**config.mk**
```make
export PLATFORM = sky130hd
export DESIGN_NAME = xc_malu_mul_seq
export DESIGN_NICKNAME = d
export VERILOG_FILES = /design/src/rtl/xc_malu_pkg.sv /design/src/rtl/xc_malu_mul.sv /design/src/rtl/xc_malu_mul_seq.sv
export SDC_FILE = /design/constraint.sdc
export NUM_CORES = 1
export LEC_CHECK = 0
export CORE_ASPECT_RATIO = 1.1
export CORE_MARGIN = 10
export CORE_UTILIZATION = 29
export CTS_CLUSTER_SIZE = 16
export DETAILED_ROUTE_END_ITERATION = 10
export SKIP_CTS_REPAIR_TIMING = 1
export SLEW_MARGIN = 25
export SYNTH_ARGS = -nofsm -noshare
export SYNTH_HDL_FRONTEND = slang
export SYNTH_SLANG_ARGS = --single-unit
```
**constraint.sdc**
```tcl
create_clock -name g_clk -period 37.2 [get_ports g_clk]
set_input_delay 7.44 -clock g_clk [delete_from_list [all_inputs] [get_ports g_clk]]
set_output_delay 7.44 -clock g_clk [all_outputs]
set_load 0.01 [all_outputs]
```
**src/rtl/xc_malu_pkg.sv**
```systemverilog
// rtl/xc_malu_pkg.sv - shared encodings for the sequential multiplier
package xc_malu_pkg;

    typedef enum logic [1:0] {
        ST_IDLE = 2'd0,
        ST_RUN  = 2'd1,
        ST_DONE = 2'd2
    } mul_state_t;

    localparam logic [5:0] MUL_STEPS = 6'd32;

    localparam int OP_MUL    = 0;
    localparam int OP_MULH   = 1;
    localparam int OP_MULHU  = 2;
    localparam int OP_MULHSU = 3;
    localparam int OP_CLMUL  = 4;
    localparam int OP_CLMULH = 5;

    function automatic logic is_onehot6(input logic [5:0] v);
        logic [2:0] n;
        n = 3'd0;
        for (int i = 0; i < 6; i++) begin
            n = n + {2'b00, v[i]};
        end
        return n == 3'd1;
    endfunction

endpackage

```
**src/rtl/xc_malu_mul.sv**
```systemverilog
// rtl/xc_malu_mul.sv - one shift-add step of the multiplier, using an external packed adder
module xc_malu_mul
    import xc_malu_pkg::*;
(
    input  logic [63:0] acc,
    input  logic [31:0] arg_0,
    input  logic [5:0]  count,
    input  logic [31:0] rs1,
    input  logic        carryless,
    input  logic        lhs_sign,
    input  logic        rhs_sign,
    output logic [31:0] padd_lhs,
    output logic [31:0] padd_rhs,
    output logic        padd_sub,
    output logic        padd_cin,
    output logic        padd_cen,
    input  logic [31:0] padd_cout,
    input  logic [31:0] padd_result,
    output logic [63:0] n_acc,
    output logic [31:0] n_arg_0
);

    logic add_en;
    logic ext_lhs;
    logic ext_rhs_raw;
    logic ext_rhs;
    logic top_bit;
    logic unused_acc_lsb;
    logic unused_cout;

    // A signed multiplier's MSB carries negative weight, so the last partial product is subtracted.
    assign add_en      = arg_0[0];
    assign padd_sub    = add_en && rhs_sign && (count == MUL_STEPS - 6'd1);
    assign padd_cin    = padd_sub;
    assign padd_cen    = !carryless;
    assign padd_lhs    = acc[63:32];
    assign padd_rhs    = add_en ? rs1 : 32'd0;

    assign ext_lhs     = lhs_sign && acc[63];
    assign ext_rhs_raw = add_en && lhs_sign && rs1[31];
    assign ext_rhs     = padd_sub ? !ext_rhs_raw : ext_rhs_raw;
    assign top_bit     = ext_lhs ^ ext_rhs ^ padd_cout[31];

    assign n_acc       = {top_bit, padd_result, acc[31:1]};
    assign n_arg_0     = {1'b0, arg_0[31:1]};

    assign unused_acc_lsb = acc[0];
    assign unused_cout    = ^padd_cout[30:0];

endmodule

```
**src/rtl/xc_malu_mul_seq.sv**
```systemverilog
// rtl/xc_malu_mul_seq.sv - 32-step sequential multiplier for mul/mulh*/clmul* ops
module xc_malu_mul_seq
    import xc_malu_pkg::*;
(
    input  logic        g_clk,
    input  logic        g_resetn,
    input  logic        valid,
    input  logic        flush,
    input  logic [31:0] rs1,
    input  logic [31:0] rs2,
    input  logic        op_mul,
    input  logic        op_mulh,
    input  logic        op_mulhu,
    input  logic        op_mulhsu,
    input  logic        op_clmul,
    input  logic        op_clmulh,
    output logic        ready,
    output logic [31:0] result,
    output logic        busy
);

    mul_state_t  state, n_state;
    logic [63:0] acc, n_acc, step_acc;
    logic [31:0] arg_0, n_arg_0, step_arg_0;
    logic [5:0]  count, n_count;
    logic [5:0]  ops;
    logic        ops_ok;
    logic        carryless, lhs_sign, rhs_sign;

    logic [31:0] padd_lhs, padd_rhs, padd_rhs_eff, padd_result, padd_cout;
    logic        padd_sub, padd_cin, padd_cen;

    assign ops[OP_MUL]    = op_mul;
    assign ops[OP_MULH]   = op_mulh;
    assign ops[OP_MULHU]  = op_mulhu;
    assign ops[OP_MULHSU] = op_mulhsu;
    assign ops[OP_CLMUL]  = op_clmul;
    assign ops[OP_CLMULH] = op_clmulh;
    assign ops_ok         = is_onehot6(ops);

    assign carryless = op_clmul | op_clmulh;
    assign lhs_sign  = op_mulh | op_mulhsu;
    assign rhs_sign  = op_mulh;

    xc_malu_mul u_mul (
        .acc         (acc),
        .arg_0       (arg_0),
        .count       (count),
        .rs1         (rs1),
        .carryless   (carryless),
        .lhs_sign    (lhs_sign),
        .rhs_sign    (rhs_sign),
        .padd_lhs    (padd_lhs),
        .padd_rhs    (padd_rhs),
        .padd_sub    (padd_sub),
        .padd_cin    (padd_cin),
        .padd_cen    (padd_cen),
        .padd_cout   (padd_cout),
        .padd_result (padd_result),
        .n_acc       (step_acc),
        .n_arg_0     (step_arg_0)
    );

    // Packed adder: lhs + (sub ? ~rhs : rhs) + cin; cen low kills every carry, leaving XOR.
    always_comb begin
        logic carry;
        padd_rhs_eff = padd_sub ? ~padd_rhs : padd_rhs;
        padd_result  = 32'd0;
        padd_cout    = 32'd0;
        carry        = padd_cin;
        for (int i = 0; i < 32; i++) begin
            padd_result[i] = padd_lhs[i] ^ padd_rhs_eff[i] ^ carry;
            padd_cout[i]   = padd_cen & ((padd_lhs[i] & padd_rhs_eff[i]) |
                                         (carry & (padd_lhs[i] ^ padd_rhs_eff[i])));
            carry          = padd_cout[i];
        end
    end

    always_comb begin
        n_state = state;
        n_acc   = acc;
        n_arg_0 = arg_0;
        n_count = count;
        case (state)
            ST_IDLE: begin
                if (!flush && valid) begin
                    n_acc   = 64'd0;
                    n_arg_0 = rs2;
                    n_count = 6'd0;
                    n_state = ops_ok ? ST_RUN : ST_DONE;
                end
            end
            ST_RUN: begin
                if (flush) begin
                    n_state = ST_IDLE;
                end else begin
                    n_acc   = step_acc;
                    n_arg_0 = step_arg_0;
                    n_count = count + 6'd1;
                    if (count == MUL_STEPS - 6'd1) begin
                        n_state = ST_DONE;
                    end
                end
            end
            ST_DONE: n_state = ST_IDLE;
            default: n_state = ST_IDLE;
        endcase
    end

    always_ff @(posedge g_clk) begin
        if (!g_resetn) begin
            state <= ST_IDLE;
            acc   <= 64'd0;
            arg_0 <= 32'd0;
            count <= 6'd0;
        end else begin
            state <= n_state;
            acc   <= n_acc;
            arg_0 <= n_arg_0;
            count <= n_count;
        end
    end

    assign ready  = (state == ST_DONE) && !flush;
    assign busy   = (state != ST_IDLE);
    assign result = !ready            ? 32'd0 :
                    (op_mul | op_clmul) ? acc[31:0] : acc[63:32];

endmodule

```
==> impl_summary.txt, run 1 <==
----------------------------------------------------
[Setup path]
  Family of cells with the greatest summed delay on the critical path ... adder cells
  CP Buf/Inv Count ... 2
  Kind of launch point of the worst setup path ... primary input
  Data arrival time of the critical path ... between 30,000 and 40,000 ps
  Required time reported for the critical path endpoint ... around 37,000 ps
  Most common cell on crit path ... fa_1
  Critical path start-end classification ... in2reg
  Critical-path top delay cell ... clkdlybuf4s50_1
  Crit-path max cell delay ... ~570 ps
  Sort of element at the end of the critical path ... flip-flop
  Critical Path Fanout Max ... 32

[Layout]
  Share of cells above drive strength 1 ... about 5.2%
  Core occupancy in the finished layout ... between 30% and 40%
  Area of combinational cells with multiple inputs ... 0.003632 mm²
  Final nets ... a little over 900
  Area taken by flip-flops and latches ... between 0.002 and 0.0025 mm²
  Fill cell instance count of the final layout ... 2,170
  Area growth from synthesis to layout ... 24.47%
  Number of antenna repair diodes ... 0

[STA]
  Transition time at the pin with the least slew margin ... just under 900 ps
  Fin worst setup slack ... around 6700 ps
  Number of hold violations in the final report ... 0
  Slew Viols, Final ... 0
  Time the final worst path needs with I/O delays and setup ... just over 30,000 ps
  Highest clock frequency the design can meet ... around 33 MHz
  Setup clock skew after layout ... between 9 and 10 ps
  RSZ-0062 raised after global routing ... false
  Post-route clock period utilization ... around 82%
  Setup TNS ... 0 ps
  Final Setup Violations ... 0
  Worst slew margin relative to its limit ... roughly two fifths

[Detailed routing]
  Top layer used by detailed routing ... met4
  Number of remaining DRC errors ... 0
  Antenna-violating nets left ... 0
  Initial DRT Pass Iterations ... 5
  Met1 Wirelength ... between 7000 and 8000 µm
  Sum of met2 wire segment lengths after detailed routing ... around 8100 µm
  Total number of vias ... ~5,200
  Mean routed wirelength per cell ... about 16 µm
  Routed wire length on met3 ... approximately 1100 µm
  DR vias/cell ... a little under 5
  Total length of routed wires ... between 15,000 and 20,000 µm
  Iteration-0 DRC count of the detailed router ... 260

[Floorplan]
  Die boundary width ... about 160 µm
  Full die area ... around 0.027 mm²
  Placeable core region ... slightly above 0.02 mm²
  Std cell rows ... between 50 and 60
  Number of top-level pins ... between 100 and 150
  Initial standard-cell utilization of the core ... a little under 30%
  Chip height ... 172.4 µm

[Clocking]
  TritonCTS Buffers ... 9
  Clock transition at the register clock pins on the worst setup and hold paths after CTS ... roughly 80 ps
  CTS tree ... done
  Bufs on Longest Clock Path ... 2
  Number of H-tree levels ... 3
  CTS root buffer ... clkbuf_16
  Count of clock tree sinks ... roughly 100
  Insertion delay of the later-clocked pin in the worst-skew pair ... 360 ps

[Yosys]
  Synth async-reset ratio ... 0%
  Post-Synthesis Cell Area ... 0.006120 mm²
  Area fraction in compound gates after synthesis ... between 10% and 20%
  Library cell with the largest summed area after synthesis ... dfxtp_1
  Xor and xnor area share after synthesis ... 5.520%
  Flops & latches, synth ... roughly 100
  Top cells by area, synth ... dfxtp_1 (34%), fa_1 (11%), nand2_1 (9.0%), a22oi_1 (6.5%), xor2_1 (4.7%)
  Share of synthesized cell area in and, or, nand and nor gates ... between 20% and 30%
  Mean area per synthesized cell ... between 8 and 9 µm²
  Total of warnings raised by yosys ... 0
  Share of the synthesized area in the top cell type ... between 30 and 40%
  Number of distinct library cells after synthesis ... 41
  Multiplexer share of the synthesized area ... less than 1%
  Largest family of logic cells by synthesized area ... simple AND/OR/NAND/NOR gates
  Commonest cells in the netlist ... nand2_1 (146), dfxtp_1 (104), a22oi_1 (53)
  Synthesized Nets ... between 800 and 900
  Most frequent cell after synthesis ... nand2_1
  Portion of the post-synthesis area used by sequential elements ... between 30% and 40%
  Post-Synth Adder-Cell Area ... a little under an eighth
  Instance count of the mapped netlist ... 729
  Main flop type after synthesis ... dfxtp_1
  EDFF count, synth ... 0

[Global route]
  Largest net degree at the start of global routing ... slightly above 100
  Gr usage total ... about 13%
  Wire length of the first global-routing pass ... around 28,000 µm
  Initial antenna violation count ... 0
  Global route overflow ... 0
  Number of global-route vias before repair ... a little over 5,000

[Status]
  Status ... finished, final reports clean

[Pwr]
  PwrDens ... approximately 32 mW/mm²
  Leakage ... between 2 and 2.5 nW
  Maximum VDD drop ... about 0.028 mV

[Placement]
  HPWL after detailed placement ... between 10,000 and 15,000 µm
  GP Congestion ... between 0.7 and 0.8
  Port bufs ... around 110
  Worst Setup Slack post-DPL ... about 6300 ps

[Run]
  Max capacitance violation total ... 0

[Worst hold path]
  Path class of the lowest-slack min-delay path ... reg2reg

----------------------------------------------------
final cells by class:
type	instances	area share, %
clock buffer	9	2.957
clock inverter	7	0.8377
inverter	36	1.774
multi-input combinational	526	47.68
sequential	104	27.33
tap	256	4.205
timing repair buffer	119	15.21
worst paths after layout:
| check | startpoint | end | slack, ps | cells after the start |
|---|---|---|---|---|
| setup / recovery | op_mulh | acc[63] | 6700 | 69 |
| hold / removal | arg_0[18] | arg_0[18] | 460 | 2 |
| setup reg to reg | count[0] | acc[63] | 13500 | 70 |
| hold reg to reg | arg_0[18] | arg_0[18] | 460 | 2 |
kinds of logic (layout without fill, tap and decap cells):
kind of cell    after synthesis  count (layout)
mux                           1               1
xor+xnor                     37              37
buf+inv                      99             171
flops                       104             104
fa+ha+maj                    36              36
simple gates                280             280
compound gates              172             172
state kept, by name, summed over array words and instances, names as in the netlist:
signal,flops
count,6
arg_0,32
acc,64
state,2
where the power goes:
group	switching, W	internal (W)
registers	0.000000965	0.000113
clock network	0.0000482	0.0000469
logic	0.0000174	0.0000138
total	0.0000666	0.000174
metrics by stage:
stage               hold WS [ps]  total power, W  instances  area (µm²)
floorplan                  431.2       0.0001343        729        6120
global route               476.4       0.0002517       1057        7617
CTS                        457.9       0.0002446       1057        7615
global placement           440.3       0.0001484       1041        7326
finish                     455.3       0.0002407       1057        7617
detailed placement         446.1       0.0001486       1041        7326
layout by cell type (no fill, tap or decap), drive strengths merged, types with 3 or more instances in the layout:
| master | count |
|---|---|
| nand2 | 147 |
| o21ai | 4 |
| buf | 13 |
| nor2b | 34 |
| dfxtp | 104 |
| clkdlybuf4s50 | 106 |
| a21boi | 45 |
| xnor2 | 3 |
| nor2 | 11 |
| nor3b | 3 |
| a22oi | 53 |
| nand3 | 16 |
| or3 | 29 |
| inv | 39 |
| xor2 | 33 |
| fa | 34 |
| clkbuf | 9 |
| and2 | 22 |
| a21oi | 45 |
| o22ai | 20 |
| nor4b | 10 |
tightest hold or removal path, delay by kind of cell (launching register included):
kind	cells	cell delay [ps]
compound gates	1	50
flops	1	320
simple gates	1	50
layer usage:
layer | vias up | global-route usage, %
met4 | 0 | 3.144
met1 | 2468 | 16.20
met2 | 129 | 20.80
met5 | - | 0
met3 | 12 | 3.155
li1 | 2576 | -
(Power assumes the default switching activity.)
==> run 2, diff against run 1 <==
Clock period 37.2 ns to 26.4 ns, I/O delays scaled along.
==> impl_summary.txt, run 2 (synthesized netlist as in run 1, its figures left out) <==
----------------------------------------------------
[Status]
  Violated checks ... setup timing
  Status ... finished, violations left

[Layout]
  Commonest cells after routing, fill and taps aside ... nand2_1 (145), dfxtp_1 (104), clkdlybuf4s50_1 (101)
  Commonest non-fill, non-tap cell in the layout ... nand2_1
  Share of cells above drive strength 1 ... 13.82% (+8.6 points)
  Number of antenna repair diodes ... 0 (unchanged)
  Final nets ... 908 (+0.22%)
  Max FFs per register ... 64 (unchanged)
  Area growth from synthesis to layout ... 29.38%
  Largest registers ... acc (64), arg_0 (32), count (6)
  Final Non-Filler Cells ... 1,059 (+0.19%)
  Register bank with the most flops ... acc

[Detailed routing]
  Initial DRT Pass Iterations ... 4 (-1)
  Mean routed wirelength per cell ... 16.02 µm (-1.1%)
  Antenna-violating nets left ... 0 (unchanged)
  Number of remaining DRC errors ... 0 (unchanged)
  Total number of vias ... 5,192 (+0.14%)
  DR vias/cell ... 4.903 (about the same)
  Total length of routed wires ... 16,970 µm (-0.95%)
  Iteration-0 DRC count of the detailed router ... 226 (-13%)

[STA]
  Final Setup Violations ... 2 (+2)
  Setup clock skew after layout ... 4.625 ps (-4.860 ps)
  Post-route clock period utilization ... 100.9%
  Slew Viols, Final ... 0 (unchanged)
  Transition time at the pin with the least slew margin ... 950.8 ps (+74.91 ps)
  Number of hold violations in the final report ... 0 (unchanged)
  Worst slew margin relative to its limit ... 36.46% (-5.1 points)
  Setup TNS ... -386.6 ps (-386.6 ps)
  Fin worst setup slack ... -242.7 ps (-6943 ps)
  Highest clock frequency the design can meet ... approximately 38 MHz
  Time the final worst path needs with I/O delays and setup ... about 27,000 ps
  RSZ-0062 raised after global routing ... true

[Setup path]
  Most common cell on crit path ... fa_2
  Data arrival time of the critical path ... 26,890 ps (-3900 ps)
  Kind of launch point of the worst setup path ... primary input
  Crit-path max cell delay ... 460 ps (-110 ps)
  Sort of element at the end of the critical path ... flip-flop
  Critical-path top delay cell ... fa_2
  Critical path start-end classification ... in2reg
  Critical Path Fanout Max ... 4 (-88%)
  Worst Reg-to-Reg Cells ... 68 (-2.9%)
  Required time reported for the critical path endpoint ... 26,640 ps (-10,850 ps)

[Pwr]
  PwrDens ... 43.56 mW/mm² (+38%)
  Leakage ... 2.419 nW (+6.8%)
  Maximum VDD drop ... 0.02903 mV (+2.6%)

[Global route]
  Global route overflow ... 0 (unchanged)
  Wire length of the first global-routing pass ... 26,870 µm (-3.5%)
  Number of global-route vias before repair ... 5,074 (-2.4%)
  Gr usage total ... 12.28% (-0.37 points)
  Initial antenna violation count ... 0 (unchanged)
  Largest net degree at the start of global routing ... 102 (unchanged)

[Placement]
  Cells after DPL ... 1,042 (+0.096%)
  HPWL after detailed placement ... 11,210 µm (-0.85%)
  Port bufs ... 107 (unchanged)
  Worst Setup Slack post-DPL ... -1268 ps (-7539 ps)
  GP Congestion ... 0.7796 (+3.1%)

[Floorplan]
  Chip height ... 172.4 µm (unchanged)
  Placeable core region ... 0.02064 mm² (unchanged)
  Full die area ... 0.02732 mm² (unchanged)
  Std cell rows ... 55 (unchanged)
  Initial standard-cell utilization of the core ... 29.64% (unchanged)
  Die boundary width ... 158.5 µm (unchanged)
  Number of top-level pins ... 108 (unchanged)

[Clocking]
  TritonCTS Buffers ... 9 (unchanged)
  CTS tree ... done
  Insertion delay of the later-clocked pin in the worst-skew pair ... 350 ps (about the same)
  Bufs on Longest Clock Path ... 2 (unchanged)
  CTS root buffer ... clkbuf_16
  Number of H-tree levels ... 3 (unchanged)
  Count of clock tree sinks ... 104 (unchanged)
  Clock transition at the register clock pins on the worst setup and hold paths after CTS ... 70 ps (about the same)

[Worst hold path]
  Hold Crit Depth ... 2 (unchanged)
  Path class of the lowest-slack min-delay path ... reg2reg

[Run]
  Max capacitance violation total ... 0 (unchanged)

----------------------------------------------------
[run 2: cell type report]
class	count	area, µm²
well taps	256	320.3
inverters	36	135.1
clock inverters	6	67.56
multi-input cells	526	3885
repair buffers	121	1189
flip-flops and latches	104	2082
fillers	2110	12730
clock buffers	10	239.0
[run 2: final timing paths]
| kind | start | to | slack (ps) |
|---|---|---|---|
| hold / removal | arg_0[20] | arg_0[20] | 450 |
| setup reg to reg | count[0] | acc[62] | 3850 |
| hold reg to reg | arg_0[20] | arg_0[20] | 450 |
| setup / recovery | op_mulh | acc[62] | -240 |
[run 2: metrics by stage]
step	hold WS [ps]	total power, W	instance area, µm²	util (%)
final	453.2	0.0003449	7918	38.35
after global routing	469.9	0.0003598	7918	38.35
after detailed placement	442.2	0.0002092	7406	35.87
after floorplan	431.2	0.0001895	6202	-
after global placement	436.9	0.0002092	7406	35.87
after CTS	452.7	0.0003497	7712	37.36
[run 2: metal layers]
| layer | GRT usage [%] | wire (µm) | share of wire, % |
|---|---|---|---|
| met5 | 0 | 0 | 0 |
| met4 | 2.660 | 144 | 0.85 |
| met3 | 3.205 | 1011 | 6.0 |
| met1 | 16.00 | 7850 | 46 |
| met2 | 19.94 | 7962 | 47 |
[run 2: critical path, delay by kind of cell]
kind,cells,cell delay [ps]
AO/OA/AOI/OAI,1,160
multiplexers,1,210
buffers and inverters,1,70
adder cells (fa/ha/maj),31,10540
AND/OR/NAND/NOR,33,10610
[run 2: where the power goes]
| group | switching [W] | leakage [nW] | internal [W] |
|---|---|---|---|
| clock network | 0.0000623 | 0.145 | 0.0000766 |
| registers | 0.00000230 | 0.841 | 0.000160 |
| logic | 0.0000242 | 1.43 | 0.0000199 |
| total | 0.0000888 | 2.42 | 0.000256 |
==> run 3, diff against run 2 <==
Settings changed: CORE_UTILIZATION 29 to 48, PLACE_DENSITY set to 0.77.
==> impl_summary.txt, run 3 (synthesized netlist as in run 1, its figures left out) <==
----------------------------------------------------
[Detailed routing]
  Sum of met2 wire segment lengths after detailed routing ... 8042 µm (+1.0%)
  Routed wire length on met3 ... 953 µm (-5.7%)
  Total number of vias ... 5,328 (+2.6%)
  Mean routed wirelength per cell ... 16.78 µm (+4.7%)
  Iteration-0 DRC count of the detailed router ... 382 (+69%)
  Initial DRT Pass Iterations ... 4 (unchanged)
  Top layer used by detailed routing ... met4
  Met1 Wirelength ... 6838 µm (-13%)
  Total length of routed wires ... 16,160 µm (-4.8%)
  DR vias/cell ... 5.533 (+13%)
  Number of remaining DRC errors ... 0 (unchanged)
  Antenna-violating nets left ... 0 (unchanged)

[Layout]
  Final Non-Filler Cells ... 963 (-9.1%)
  Area of combinational cells with multiple inputs ... 0.003877 mm² (-0.19%)
  Register bank with the most flops ... acc
  Commonest cells after routing, fill and taps aside ... nand2_1 (146), dfxtp_1 (104), clkdlybuf4s50_1 (101)
  Final nets ... 911 (+0.33%)
  Fill cell instance count of the final layout ... 1,079 (-49%)
  Number of antenna repair diodes ... 0 (unchanged)
  Commonest non-fill, non-tap cell in the layout ... nand2_1
  Share of cells above drive strength 1 ... 13.77% (-0.051 points)
  Max FFs per register ... 64 (unchanged)
  Largest registers ... acc (64), arg_0 (32), count (6)
  Area growth from synthesis to layout ... 27.44%
  Area taken by flip-flops and latches ... 0.002082 mm² (unchanged)

[Floorplan]
  Number of top-level pins ... 108 (unchanged)
  Initial standard-cell utilization of the core ... 48.82% (+19 points)
  Die boundary width ... 127.7 µm (-19%)
  Chip height ... 138.4 µm (-20%)
  Full die area ... 0.01767 mm² (-35%)
  Placeable core region ... 0.01254 mm² (-39%)
  Std cell rows ... 43 (-22%)

[STA]
  Post-route clock period utilization ... 102.3% (+1.4 points)
  Final Setup Violations ... 3 (+1)
  Number of hold violations in the final report ... 0 (unchanged)
  Transition time at the pin with the least slew margin ... 954.4 ps (+3.590 ps)
  Highest clock frequency the design can meet ... 37.01 MHz (-1.4%)
  Fin worst setup slack ... -616.3 ps (-373.6 ps)
  Hold WS ... 454.6 ps (+1.359 ps)
  RSZ-0062 raised after global routing ... true
  Setup clock skew after layout ... 6.336 ps (+1.712 ps)
  Time the final worst path needs with I/O delays and setup ... 27,020 ps (+373.6 ps)
  Slew Viols, Final ... 0 (unchanged)
  Worst slew margin relative to its limit ... 36.24% (-0.22 points)

[Clocking]
  Insertion delay of the later-clocked pin in the worst-skew pair ... 360 ps (about the same)
  CTS root buffer ... clkbuf_16
  Number of H-tree levels ... 3 (unchanged)
  Count of clock tree sinks ... 104 (unchanged)
  Clock transition at the register clock pins on the worst setup and hold paths after CTS ... 80 ps (about the same)
  TritonCTS Buffers ... 9 (unchanged)
  Bufs on Longest Clock Path ... 2 (unchanged)
  CTS tree ... done

[Setup path]
  Critical path start-end classification ... in2reg
  Required time reported for the critical path endpoint ... 26,650 ps (about the same)
  Most common cell on crit path ... fa_2
  Critical Path Fanout Max ... 3 (-1)
  Last element of the critical path ... acc[62]
  Setup slack of the most critical reg-to-reg path ... 3480 ps (-370 ps)
  RR Startpoint ... count[0]
  Worst Reg-to-Reg Cells ... 69 (+1.5%)
  CP Buf/Inv Count ... 2 (+1)
  Launching instance or port of the critical path ... op_mulh
  Crit-path max cell delay ... 470 ps (about the same)
  Kind of launch point of the worst setup path ... primary input
  Number of cells on the critical path ... 68 (+1.5%)
  End of the worst register-to-register path ... acc[62]
  Family of cells with the greatest summed delay on the critical path ... adder cells
  Critical-path top delay cell ... fa_2
  Data arrival time of the critical path ... 27,270 ps (+380 ps)
  Sort of element at the end of the critical path ... flip-flop

[Global route]
  Largest net degree at the start of global routing ... 102 (unchanged)
  Number of global-route vias before repair ... 5,453 (+7.5%)
  Global route overflow ... 0 (unchanged)
  Gr usage total ... 17.84% (+5.6 points)
  Wire length of the first global-routing pass ... 26,540 µm (-1.2%)
  Initial antenna violation count ... 0 (unchanged)

[Placement]
  Port bufs ... 107 (unchanged)
  GP Congestion ... 0.8430 (+8.1%)
  HPWL after detailed placement ... 10,960 µm (-2.2%)
  Cells after DPL ... 945 (-9.3%)

[Status]
  Violated checks ... setup timing
  Status ... finished, violations left

[Run]
  Max capacitance violation total ... 0 (unchanged)

[Pwr]
  Maximum VDD drop ... 0.04092 mV (+41%)
  PwrDens ... 44.05 mW/mm² (+1.1%)
  Leakage ... 2.431 nW (+0.51%)

[Worst hold path]
  Path class of the lowest-slack min-delay path ... reg2reg

----------------------------------------------------
run 3: power breakdown:
group / switching, W / internal [W]
logic: 0.0000241 / 0.0000198
registers: 0.00000184 / 0.000160
clock network: 0.0000636 / 0.0000744
run 3: tightest hold or removal path: stages, from the launching register on:
cell and delay [ps]:
dfxtp_1 310, nand2_1 50, a21boi_1 50
run 3: per-layer routing:
metal  up-vias  GRT usage, %
met5         -             0
met4         0         6.465
met3        23         3.977
met2       138         29.15
met1      2577         22.42
li1       2590             -
run 3: per-stage QoR:
step                      setup WS, ps  util, %  TNS, ps  power [W]  cell area (µm²)
after global placement          -946.2    58.19    -2215  0.0002071             7295
after global routing             -1111    62.21    -2745  0.0003569             7799
after CTS                       -965.6    60.60    -2206  0.0003445             7597
final                           -616.3    62.21    -1232  0.0003435             7799
after detailed placement         -1286    58.19    -3275  0.0002082             7295
after floorplan                 -183.8        -   -183.8  0.0001895             6202
run 3: cell type report:
type | instances | area share [%]
multi-input cells | 526 | 49.72
flip-flops and latches | 104 | 26.70
repair buffers | 124 | 15.45
clock buffers | 9 | 2.888
well taps | 157 | 2.519
inverters | 36 | 1.733
clock inverters | 7 | 0.9947
run 3: how the worst min path moves through the flow:
stage	startpoint	end	cells past startpoint	slack [ps]
after floorplan	arg_0[18]	arg_0[18]	2	430
after global placement	arg_0[26]	arg_0[26]	2	440
after detailed placement	arg_0[19]	arg_0[19]	2	450
after CTS	arg_0[19]	arg_0[19]	2	460
after global routing	arg_0[19]	arg_0[19]	2	470
final	arg_0[27]	arg_0[27]	2	450
==> RTL edit 1, RTL diff (settings of run 3) <==
Encoding of `mul_state_t`: now one-hot (3 bits for 3 states).
--- a/src/rtl/xc_malu_pkg.sv
+++ b/src/rtl/xc_malu_pkg.sv
@@ -3,6 +3,6 @@
 
-    typedef enum logic [1:0] {
-        ST_IDLE = 2'd0,
-        ST_RUN  = 2'd1,
-        ST_DONE = 2'd2
+    typedef enum logic [2:0] {
+        ST_IDLE = 3'b001,
+        ST_RUN  = 3'b010,
+        ST_DONE = 3'b100
     } mul_state_t;
Behaviour: same outputs for any inputs over 10 cycles, from zero or initial values and one cycle with g_resetn low; not proved beyond that.
==> RTL edit 1 against run 3 <==
- the flow still finishes with violations (negative setup slack)
- critical path type unchanged
- combinational power grew 2%
- design area shrank 4.4%
- critical endpoint unchanged
- routed wire length shrank 4.8%
- setup slack gained 0.25 ns
- synthesized cell count shrank 3.0%
- area after synthesis shrank 6.4%
- sequential cell count grew 1
- power grew 2.8%
- global-route usage grew 0.32 points
==> RTL edit 1: results (changes against run 3) <==
Status - complete, but fails checks
Failing checks - negative setup slack
Yosys warning count - 0 (unchanged)
N_diodes - 0 (unchanged)
Drt initial violations - 482 (+26%)
First-pass GRT wire length - 25200 um (-5.0%)
CTS Root Cell - clkbuf_16
Vias in the first global route - 5348 (-1.9%)
WP data arrival - 26.97 ns (-0.30 ns)
Dominant synthesized flop cell - dfxtp_1
Largest net degree at the start of global routing - 95 (-6.9%)
Total Routed Length - 15400 um (-4.8%)
Cell Area, Placed - 6930 um^2 (-4.9%)
Area occupied by multi-input gates - 3530 um^2 (-9.1%)
Worst vdd ir - 0.0357 mV (-13%)
Synth Area in Compound Gates - 16.8% (-2.0 points)
Cell variety after synth - 34 (-17%)
Final setup fails - 2 (-1)
Antenna violations before repair - 1 (+1)
Ratio of cells with drive above 1 in the final layout - 13.4% (-0.36 points)
Kind of cell adding the most delay to the critical path - adder cells
Ranking of synthesized cells by area - dfxtp_1 37%, fa_1 12%, nor2_1 9.0%
XOR/XNOR share of the synthesized area - 5.50% (-0.018 points)
Combinational Power Share - 12.7%
Register area share after synthesis - 36.7% (+2.7 points)
Total track usage - 18.2% (+0.32 points)
DRT Pass-1 Iters - 6 (+2)
Pleak - 2.39 nW (-1.8%)
Setup_tns - -0.646 ns (+0.586 ns)
CTS Buffer Depth - 2 (unchanged)
Fraction of the mapped netlist area in adder cells - 12.3% (+0.78 points)
Clock Skews - 0.00870 ns (+0.00236 ns)
Syn Nets - 817 (-2.6%)
DP Worst Slack - -1.30 ns (-0.00917 ns)
Htree depth - 3 (unchanged)
Post-Syn Instances - 707 (-3.0%)
CP max-delay cell - clkdlybuf4s50_1
Cells after DPL - 918 (-2.9%)
Total CTS buffers - 9 (unchanged)
Final #Nets - 889 (-2.4%)
Slew @ Worst Pin - 0.968 ns (+0.0137 ns)
Setup ws final - -0.364 ns (+0.252 ns)
Clock group - 0.143 mW (+4%)
Most common library cells after synthesis - 137 x nor2_1, 105 x dfxtp_1, 100 x nand2_1, 65 x a21oi_1, 48 x clkbuf_1
Top Registers - acc x64, arg_0 x32, count x6
Routed vias - 5257 (-1.3%)
Count of input and output buffers - 107 (unchanged)
HPWL Detailed - 10300 um (-5.8%)
Clock Latency Late Sink - 0.35 ns
Worst-path fanout max - 2 (-1)
Hold crit path type - reg2reg
Asr flop ratio synth - 0% (unchanged)
Vias/cell - 5.63 (+1.8%)
Tot Pwr - 0.353 mW (+2.8%)
Mux share of post-synthesis cell area - 0.349% (+0.17 points)
Fill count - 997 (-7.6%)
RD Place Congestion - 0.849 (+0.70%)
Switch Pwr - 0.0854 mW (-4.6%)
Slowest stage delay, CP - 0.48 ns
==> RTL edit 1: cell count changes after synthesis, sizes merged, moves of 3 or more <==
cell    change
a21boi     -45
a21oi      +20
a222oi     +31
a22oi      -18
and2       -21
buf         -7
clkbuf      +3
nand2      -47
nand3       -9
nor2      +126
nor2b      -32
nor4b      -10
o22ai      -20
==> RTL edit 1: tightest hold or removal path, stage by stage, from the launching register on <==
cell	delay, ns
dfxtp_1	0.33
a222oi_1	0.06
nor2_1	0.08
==> RTL edit 1: final timing paths <==
check | startpoint | end | slack (ns) | cells past startpoint
worst min-delay path | arg_0[31]$_SDFFE_PN0P_ | arg_0[30]$_SDFFE_PN0P_ | 0.51 | 2
worst max register to register | count[0]$_SDFFE_PN0P_ | acc[62]$_SDFFE_PN0P_ | 4.02 | 67
worst min register to register | arg_0[31]$_SDFFE_PN0P_ | arg_0[30]$_SDFFE_PN0P_ | 0.51 | 2
worst max-delay path | op_clmulh | acc[62]$_SDFFE_PN0P_ | -0.36 | 66
==> RTL edit 1: cells by family after synthesis <==
group	count (synthesis)
DFF	105
AOI/OAI and AO/OA	140
buffers and inverters	96
and+or+nand+nor	292
adders and majority gates	36
muxes	2
xor gates and xnor gates	36
==> RTL edit 1: area by class of cell <==
cell class	count	share of cell area, %
Clock inverter	5	1.07
Tap cell	150	2.52
Clock buffer	10	3.21
Timing Repair Buffer	120	15.8
Multi-Input combinational cell	506	47.3
Sequential cell	105	28.2
Inverter	37	1.86
==> RTL edit 1: routing by layer <==
layer  routed length [um]  GRT usage (%)  up-vias
met5                   13              0        -
met4                  211           5.63        2
met3                 1210           5.05       22
met2                 7550           30.2      175
met1                 6390           22.0     2533
li1                     -              -     2525
==> RTL edit 2, RTL diff (flow settings as in run 3) <==
Without the edit above. Reset style: asynchronous (`g_resetn`), changed in one clocked block.
--- a/src/rtl/xc_malu_mul_seq.sv
+++ b/src/rtl/xc_malu_mul_seq.sv
@@ -109,3 +109,3 @@
 
-    always_ff @(posedge g_clk) begin
+    always_ff @(posedge g_clk or negedge g_resetn) begin
         if (!g_resetn) begin
Behaviour: differs if g_resetn is asserted again (counterexample within 4 cycles, from zero or initial values and one cycle with g_resetn low); with g_resetn held inactive, the same outputs for 10 cycles.
==> RTL edit 2 against run 3 <==
- the run still ends with negative setup slack left
- design area is 2.0% higher
- global-route usage is 0.69 points lower
- sequential cell count is the same
- setup slack improved by 0.0052 ns
- area after synthesis increased by 1.8%
- routed wire length shrank 5.1%
- critical endpoint is now acc[63]$_DFFE_PN0P_
- largest cell class unchanged
Power is not compared: it rests on default switching activity, and its combinational part moved more than twofold at a synthesized area within 25%.
==> RTL edit 2: results (changes against run 3) <==
Register area share after synthesis - 41.8% (+7.8 points)
Pint - 0.303 mW
Setup_tns - -0.837 ns (+0.394 ns)
Pleak - 3.07 nW
Cells after DPL - 911 (-3.6%)
Status - complete, but fails checks
Htree depth - 3 (unchanged)
Clock Latency Late Sink - 0.34 ns (-0.02 ns)
Top Registers - acc x64, arg_0 x32, count x6
WP data arrival - 27.24 ns (-0.03 ns)
Cell variety after synth - 39 (-4.9%)
Largest net degree at the start of global routing - 79 (-23%)
Count of input and output buffers - 107 (unchanged)
Clock transition at path regs - 0.07 ns
Setup ws final - -0.611 ns (+0.00517 ns)
Asr flop ratio synth - 100% (+100 points)
Cell Area, Placed - 7460 um^2 (+2.3%)
Hold crit path type - reg2reg
CTS Root Cell - clkbuf_16
Total track usage - 17.1% (-0.69 points)
HPWL Detailed - 10600 um (-2.9%)
Drt initial violations - 296 (-23%)
Failing checks - negative setup slack
Final #Nets - 876 (-3.8%)
Worst vdd ir - 0.0357 mV
Vias in the first global route - 5155 (-5.5%)
Ranking of synthesized cells by area - dfrtp_1 42%, nand2_1 11%, fa_1 11%
Post-Syn Instances - 681 (-6.6%)
Final setup fails - 2 (-1)
Total CTS buffers - 9 (unchanged)
Syn Nets - 791 (-5.7%)
Reg2reg path depth - 70 (+1.4%)
First-pass GRT wire length - 25500 um (-3.9%)
Clock Skews - 0.00650 ns (+0.000162 ns)
CP max-delay cell - or3_4
Yosys warning count - 0 (unchanged)
Hold depth - 2 (unchanged)
DRT Pass-1 Iters - 4 (unchanged)
RD Place Congestion - 0.822 (-2.5%)
Vias/cell - 5.41 (-2.2%)
N_diodes - 0 (unchanged)
Total Routed Length - 15300 um (-5.1%)
Slew @ Worst Pin - 0.909 ns (-0.0453 ns)
Ratio of cells with drive above 1 in the final layout - 14.4% (+0.63 points)
Antenna violations before repair - 0 (unchanged)
CTS Buffer Depth - 2 (unchanged)
Slowest stage delay, CP - 0.38 ns (-0.09 ns)
Routed vias - 5019 (-5.8%)
Worst-path fanout max - 3 (unchanged)
Most common library cells after synthesis - 188 x nand2_1, 104 x dfrtp_1, 74 x o21ai_0, 37 x inv_1
-- RTL edit 2: cell types whose count changed in the layout (fill, tap and decap cells not counted), moves of 27 or more --
cell             run 3  this run
mux2i_1              0        31
a22oi_1             52         0
dfxtp_1            104         0
dfrtp_1              0       104
a21boi_0            27         0
nor2b_1             34         1
nand2_1            146       186
o21ai_0              4        73
-- RTL edit 2: worst max-delay path: cells and delay by family --
kind,cells,cell delay (ns)
simple gates,36,11.00
fa+ha+maj,31,10.47
compound gates,1,0.25
mux,1,0.16
buf+inv,1,0.07
-- RTL edit 2: metrics by stage --
stage / hold WS [ns] / setup WS (ns)
finish: 0.482 / -0.611
detailed placement: 0.472 / -1.40
CTS: 0.488 / -1.06
global route: 0.517 / -1.04
floorplan: 0.448 / -0.270
global placement: 0.464 / -0.938
-- RTL edit 2: path summary, 6_finish.rpt --
check | start | endpoint | slack, ns
worst min-delay path | arg_0[4]$_DFFE_PN0P_ | arg_0[4]$_DFFE_PN0P_ | 0.48
worst min register to register | arg_0[4]$_DFFE_PN0P_ | arg_0[4]$_DFFE_PN0P_ | 0.48
min in group asynchronous | g_resetn | arg_0[4]$_DFFE_PN0P_ | 4.85
worst max-delay path | op_mulh | acc[63]$_DFFE_PN0P_ | -0.61
max in group asynchronous | g_resetn | acc[41]$_DFFE_PN0P_ | 20.31
worst max register to register | arg_0[0]$_DFFE_PN0P_ | acc[63]$_DFFE_PN0P_ | 3.66
-- RTL edit 2: final cells by class --
type                       instances  area, um^2
inverter                          37         139
timing repair buffer             123        1200
clock inverter                     5        78.8
sequential                       104        2600
tap                              157         196
clock buffer                      11         243
multi-input combinational        491        3500
fill                            1019        4690
-- RTL edit 2: logic make-up (layout without fill, tap and decap cells) --
logic type | after synthesis | in the layout | synth area share, %
compound gates | 138 | 138 | 12.7
flops | 104 | 104 | 41.8
simple gates | 250 | 250 | 17.7
mux | 32 | 32 | 5.16
fa+ha+maj | 36 | 36 | 11.3
xor+xnor | 35 | 35 | 4.92
buf+inv | 86 | 176 | 6.47
-- RTL edit 2: layer usage --
metal  vias up  wire length [um]  GRT usage (%)
met5         -                 0              0
met4         0               316           5.69
met3        26               833           3.72
met2       152              7480           28.6
met1      2439              6700           21.4
li1       2402                 -              -
-- RTL edit 2: power by group through the flow --
stage | clock [mW] | sequential (mW) | combinational, mW
2_1_floorplan | 0 | 0.192 | 0.0613
3_3_place_gp | 0 | 0.195 | 0.0841
3_5_place_dp | 0 | 0.196 | 0.0887
4_1_cts | 0.147 | 0.193 | 0.0896
5_1_grt | 0.155 | 0.196 | 0.104
6_report | 0.145 | 0.193 | 0.0911
